`src/rtl/trap_ctrl.sv`:
```
// Trap entry / mret sequencer for the EX stage.
// Owns the privilege mode and is the only writer of trap CSRs through one write port.
module trap_ctrl #(
  parameter int         XLEN     = 32,
  parameter logic [1:0] RST_PRIV = 2'b11
) (
  input  logic            clk,
  input  logic            rstn,
  input  logic            exc_valid,
  input  logic [XLEN-1:0] exc_cause,
  input  logic [XLEN-1:0] exc_tval,
  input  logic [XLEN-1:0] ex_pc,
  input  logic            mret_valid,
  input  logic [XLEN-1:0] i_mtvec,
  input  logic [XLEN-1:0] i_mstatus,
  input  logic [XLEN-1:0] i_mepc,
  output logic            req_ack,
  output logic            stall,
  output logic            csr_w_en,
  output logic [11:0]     csr_w_addr,
  output logic [XLEN-1:0] csr_w_data,
  output logic [1:0]      priv_mode,
  output logic            redirect_valid,
  output logic [XLEN-1:0] redirect_pc
);

  // state   | meaning
  // IDLE    | waiting for exception or mret
  // T_EPC   | trap: write mepc
  // T_CAUSE | trap: write mcause
  // T_TVAL  | trap: write mtval
  // T_STAT  | trap: write mstatus (stack MIE/priv)
  // T_RDR   | trap: redirect to trap vector
  // R_STAT  | mret: write mstatus (unstack MIE)
  // R_RDR   | mret: redirect to mepc, drop privilege
  typedef enum logic [2:0] {
    IDLE, T_EPC, T_CAUSE, T_TVAL, T_STAT, T_RDR, R_STAT, R_RDR
  } state_t;

  localparam logic [11:0] CSR_MSTATUS = 12'h300;
  localparam logic [11:0] CSR_MEPC    = 12'h341;
  localparam logic [11:0] CSR_MCAUSE  = 12'h342;
  localparam logic [11:0] CSR_MTVAL   = 12'h343;
  localparam logic [1:0]  PRIV_M      = 2'b11;

  state_t          state, state_d;
  logic [XLEN-1:0] cause_q, tval_q, epc_q;
  logic [1:0]      prev_priv_q, mpp_q;
  logic            take_trap, take_mret;
  logic [XLEN-1:0] trap_stat, mret_stat, mtvec_base, vec_off;

  // mret outside M mode is an illegal instruction and takes the trap path
  assign take_trap = exc_valid | (mret_valid & (priv_mode != PRIV_M));
  assign take_mret = ~exc_valid & mret_valid & (priv_mode == PRIV_M);

  assign stall   = (state != IDLE) | exc_valid | mret_valid;
  assign req_ack = (state == IDLE) & (exc_valid | mret_valid);

  always_ff @(posedge clk or negedge rstn) begin
    if (!rstn) begin
      state       <= IDLE;
      priv_mode   <= RST_PRIV;
      cause_q     <= '0;
      tval_q      <= '0;
      epc_q       <= '0;
      prev_priv_q <= '0;
      mpp_q       <= '0;
    end else begin
      state <= state_d;
      if (state == IDLE && take_trap) begin
        cause_q     <= exc_valid ? exc_cause : XLEN'(2);
        tval_q      <= exc_valid ? exc_tval : '0;
        epc_q       <= ex_pc;
        prev_priv_q <= priv_mode;
        priv_mode   <= PRIV_M;
      end else if (state == IDLE && take_mret) begin
        mpp_q <= i_mstatus[12:11];
      end
      if (state == R_RDR) priv_mode <= mpp_q;
    end
  end

  always_comb begin
    state_d = state;
    case (state)
      IDLE: begin
        if (take_trap)      state_d = T_EPC;
        else if (take_mret) state_d = R_STAT;
      end
      T_EPC:   state_d = T_CAUSE;
      T_CAUSE: state_d = T_TVAL;
      T_TVAL:  state_d = T_STAT;
      T_STAT:  state_d = T_RDR;
      T_RDR:   state_d = IDLE;
      R_STAT:  state_d = R_RDR;
      R_RDR:   state_d = IDLE;
      default: state_d = IDLE;
    endcase
  end

  always_comb begin
    csr_w_en       = 1'b0;
    csr_w_addr     = '0;
    csr_w_data     = '0;
    redirect_valid = 1'b0;
    redirect_pc    = '0;

    trap_stat        = i_mstatus;
    trap_stat[12:11] = prev_priv_q;
    trap_stat[7]     = i_mstatus[3];
    trap_stat[3]     = 1'b0;

    mret_stat        = i_mstatus;
    mret_stat[3]     = i_mstatus[7];
    mret_stat[7]     = 1'b1;
    mret_stat[12:11] = 2'b00;

    mtvec_base = {i_mtvec[XLEN-1:2], 2'b00};
    vec_off    = {cause_q[XLEN-3:0], 2'b00};

    case (state)
      T_EPC: begin
        csr_w_en   = 1'b1;
        csr_w_addr = CSR_MEPC;
        csr_w_data = {epc_q[XLEN-1:2], 2'b00};
      end
      T_CAUSE: begin
        csr_w_en   = 1'b1;
        csr_w_addr = CSR_MCAUSE;
        csr_w_data = cause_q;
      end
      T_TVAL: begin
        csr_w_en   = 1'b1;
        csr_w_addr = CSR_MTVAL;
        csr_w_data = tval_q;
      end
      T_STAT: begin
        csr_w_en   = 1'b1;
        csr_w_addr = CSR_MSTATUS;
        csr_w_data = trap_stat;
      end
      T_RDR: begin
        redirect_valid = 1'b1;
        // vectored mode only applies to interrupts
        if (i_mtvec[1:0] == 2'b01 && cause_q[XLEN-1]) redirect_pc = mtvec_base + vec_off;
        else                                           redirect_pc = mtvec_base;
      end
      R_STAT: begin
        csr_w_en   = 1'b1;
        csr_w_addr = CSR_MSTATUS;
        csr_w_data = mret_stat;
      end
      R_RDR: begin
        redirect_valid = 1'b1;
        redirect_pc    = i_mepc;
      end
      default: ;
    endcase
  end

endmodule

```
`config.mk`:
```
export PLATFORM = sky130hd
export DESIGN_NAME = trap_ctrl
export DESIGN_NICKNAME = d
export VERILOG_FILES = /design/src/rtl/trap_ctrl.sv
export SDC_FILE = /design/constraint.sdc
export NUM_CORES = 1
export LEC_CHECK = 0
export ABC_AREA = 1
export BUFFER_PORTS_ARGS = -buffer_cell sky130_fd_sc_hd__buf_2
export CAP_MARGIN = 30
export CORE_ASPECT_RATIO = 2
export CORE_MARGIN = 2
export CORE_UTILIZATION = 39
export DETAILED_ROUTE_END_ITERATION = 16
export GPL_TIMING_DRIVEN = 0
export PLACE_DENSITY = 0.65
export SYNTH_ARGS = -nofsm -noshare
export SYNTH_HDL_FRONTEND = slang
export SYNTH_SLANG_ARGS = --single-unit
```
`constraint.sdc`:
```
create_clock -name clk -period 5.4 [get_ports clk]
set_input_delay 0.81 -clock clk [delete_from_list [all_inputs] [get_ports clk]]
set_output_delay 0.81 -clock clk [all_outputs]
set_load 0.05 [all_outputs]
```
==> impl_metrics.csv <==
group,metric,value,unit
floorplanning,die_w,103,um
sta,rsz0062_at_grt,"false",
clock_network,hold_buffers,0,
synth,synth.cell_area,0.00760,sq mm
synth,synth_xor_xnor_area_share,1.50,%
drt,drt-total-wl,29200,um
floorplanning,core,0.0192,sq mm
floorplanning,start_util,39.6,%
sta,max_freq,262,MHz
finish,area_growth_syn_to_layout,26.6,%
synth,synth_warnings,0,
grt,grt_use_total,28.1,%
setup_path,worst-path-max-fanout,5,
placed_design,dp_cells,1693,
grt,grt_overflow,0,
grt,antenna_found_initial,2,
setup_path,required,4.59,ns
grt,grt_max_degree,61,
synth,netlist_top_cells_area,"dfrtp_1 33%, nand2_1 19%, inv_1 8.0%, nand3_1 7.2%, o21ai_0 5.7%",
synth,synthCells,1159,
grt,grt_pass1_wl,43700,um
synth,synth_top_family_by_area,"simple AND/OR/NAND/NOR gates",
synth,ys_seq_area_share,33.9,%
floorplanning,fp.dieArea,0.0207,sq mm
synth,synth-compound-area-share,15.0,%
clock_network,cts_buffers,9,
sta,post-route-period-util,70.7,%
floorplanning,die_y,201,um
finish,final_nets,1671,
finish,register_area,0.00258,sq mm
setup_path,end_kind,"output port",
sta,maxSlewViolCount,0,
clock_network,clk_pin_slew_worst_paths,0.06,ns
setup_path,cpMostUsedCell,"nand3_1",
synth,synth-main-ff-cell,"dfrtp_1",
min_path,hold_path_class,"input pin to asynchronous set/reset pin",
sta,setup_viol_count_final,0,
drt,drt_iter0_markers,405,
setup_path,path_cells,"buf_2 -> ha_1 -> fa_1 -> nand3_1 -> nand3_1 -> nand3_1 -> nand3_1 -> nand3_1 -> nand3_1 -> nand3_1 -> nand2_1 -> nand2_1 -> buf_2",
finish,multiInputGateArea,0.00413,sq mm
setup_path,path_delay_family,"simple AND/OR/NAND/NOR gates",
setup_path,regToRegStartpoint,"state[2]",
power_and_ir_drop,powerDensity,630,mW/mm^2
placed_design,dp_hpwl,24400,um
clock_network,cts_tree,"yes",
setup_path,setup.worst_path.start_class,"input pin",
sta,skew,0.00623,ns
setup_path,critPathKind,"input pin to output port",
drt,via_count,8565,
synth,synth_mux_area_share,0.296,%
synth,ys_types,40,
synth,syn_avg_cell_area,6.56,sq um
synth,async_flop_share,100,%
clock_network,max-clock-path-buffers,2,
setup_path,critPathBufInv,2,
sta,worst_pin_slew,0.719,ns
grt,grt_pass1_vias,8371,
setup_path,reg2reg_setup_slack,3.20,ns
floorplanning,io_pins,278,
synth,synth-edff-count,0,
synth,yosys.area_share.adder,5.04,%
clock_network,h-tree-depth,3,
setup_path,worstRegToRegCells,5,
finish,fill_cells,2060,
placed_design,port_buffers,268,
clock_network,clock_sinks,103,
synth,yosys.area_share.simple,32.2,%
sta,tns,0,ns
clock_network,post_cts_buffers,0,
setup_path,crit_arrival,3.01,ns
job,drv_cap,0,
synth,yosys_register_bits,103,
clock_network,clock_latency,0.35,ns
drt,first_pass_iters,5,
power_and_ir_drop,leakagePower,5.43,nW
setup_path,r2r-end,"cause_q[30]",
setup_path,slowest_delay,0.45,ns
synth,synth_top_cell_by_area,"dfrtp_1",
finish,drive_gt1_share,22.7,%
floorplanning,num_rows,72,
drt,via_per_inst,5.01,
setup_path,worst_path_max_delay_cell,"fa_1",
clock_network,cts_resized,0,
drt,drc,0,
drt,detail-route-antenna-nets,0,
sta,final-hold-violation-count,0,
status,status,"finished clean",
finish,final-instance-count-excl-fill,1711,
power_and_ir_drop,ir_worst_vdd,0.000456,V
drt,wl_per_cell,17.1,um
synth,yosysTopAreaCellShare,33.2,%
sta,fin_crit,3.82,ns
placed_design,gp_congestion,0.907,
sta,slew-limit-headroom,52.0,%
clock_network,cts-root-buf,"clkbuf_16",
[through the flow]
| step | hold slack (ns) | utilization [%] | total power [mW] | instance area (sq um) | worst slack, ns |
|---|---|---|---|---|---|
| after floorplan | 0.442 | - | 4.27 | 7630 | 1.42 |
| after global placement | 0.454 | 48.4 | 5.34 | 9290 | 1.59 |
| after detailed placement | 0.459 | 48.6 | 5.38 | 9320 | 1.58 |
| after CTS | 0.476 | 50.2 | 6.06 | 9620 | 1.58 |
| after global routing | 0.498 | 50.2 | 6.49 | 9630 | 1.35 |
| final | 0.468 | 50.2 | 6.06 | 9630 | 1.58 |
[routing by layer]
layer  global-route usage (%)  up-vias  share of wire [%]
li1                         -     4301                  -
met1                     28.3     3891                 35
met2                     53.4      296                 55
met3                     3.37       77                4.5
met4                     15.2        0                5.7
met5                        0        -                  0
[registers in the layout, indices dropped and copies added, names as in the netlist]
register / count
priv_mode: 2
state: 3
mpp_q: 2
tval_q: 32
epc_q: 30
cause_q: 32
prev_priv_q: 2
[cell type report]
class	count	share of cell area, %
well taps	259	3.37
clock inverters	3	0.442
diodes	2	0.0520
flip-flops and latches	103	26.8
inverters	169	6.59
multi-input cells	837	42.9
clock buffers	13	2.70
plain buffers	56	2.88
repair buffers	269	14.2
[how the worst max path moves through the flow]
stage	startpoint	endpoint	slack, ns	depth (start not counted)
4_1_cts	i_mtvec[2]	redirect_pc[22]	1.58	13
6_report	i_mtvec[2]	redirect_pc[22]	1.58	13
3_3_place_gp	i_mtvec[2]	redirect_pc[30]	1.59	13
3_5_place_dp	i_mtvec[2]	redirect_pc[22]	1.58	13
5_1_grt	i_mtvec[2]	redirect_pc[18]	1.35	12
2_1_floorplan	i_mtvec[2]	redirect_pc[14]	1.42	9
[kinds of logic after synthesis]
logic type      after synthesis
buf+inv                     225
xor+xnor                     13
flops                       103
other cells                   1
mux                           2
fa+ha+maj                    30
simple gates                600
compound gates              185
[where the power goes]
group	leakage, nW	switching [mW]	internal, mW	total, mW
Combinational	4.02	2.89	1.13	4.02
Clock	0.146	0.287	0.385	0.672
Sequential	1.27	0.222	1.15	1.37
[worst reg2reg max path, delay by kind of cell (launching register included)]
kind            cells  cell delay [ns]
buf+inv             1             0.48
flops               1             0.50
simple gates        2             0.70
compound gates      2             0.38
[synth_stat cells, drive strengths merged (4+ instances only)]
master,number
nand2,376
inv,168
nand3,110
dfrtp,101
nor2,100
o21ai,89
buf,32
ha,29
a21oi,25
a221o,25
o22ai,25
clkbuf,24
xor2,9
nor3,6
o21bai,6
nand4,4
o2111ai,4
o211ai,4
xnor2,4
[cells in the final DEF, fill, tap and decap left out, drive strengths merged, types with 2 or more instances in the layout]
master   synthesis  layout
dfrtp          101     101
diode            0       2
o21ai           89      89
conb             1       7
xnor2            4       4
ha              29      29
o22ai           25      25
nor3             6       6
o21bai           6       6
dfstp            2       2
o211ai           4       4
o2111ai          4       4
clkbuf          24      37
buf             32     301
xor2             9       9
nand3          110     110
nand4            4       4
nand2          376     376
mux2             2       2
inv            168     168
a21oi           25      25
or2              2       2
a221o           25      25
and2             2       2
a31oi            2       2
a22oi            2       2
clkinv           1       2
nor2           100     100
Note: power is estimated with default switching activity, not from simulation.
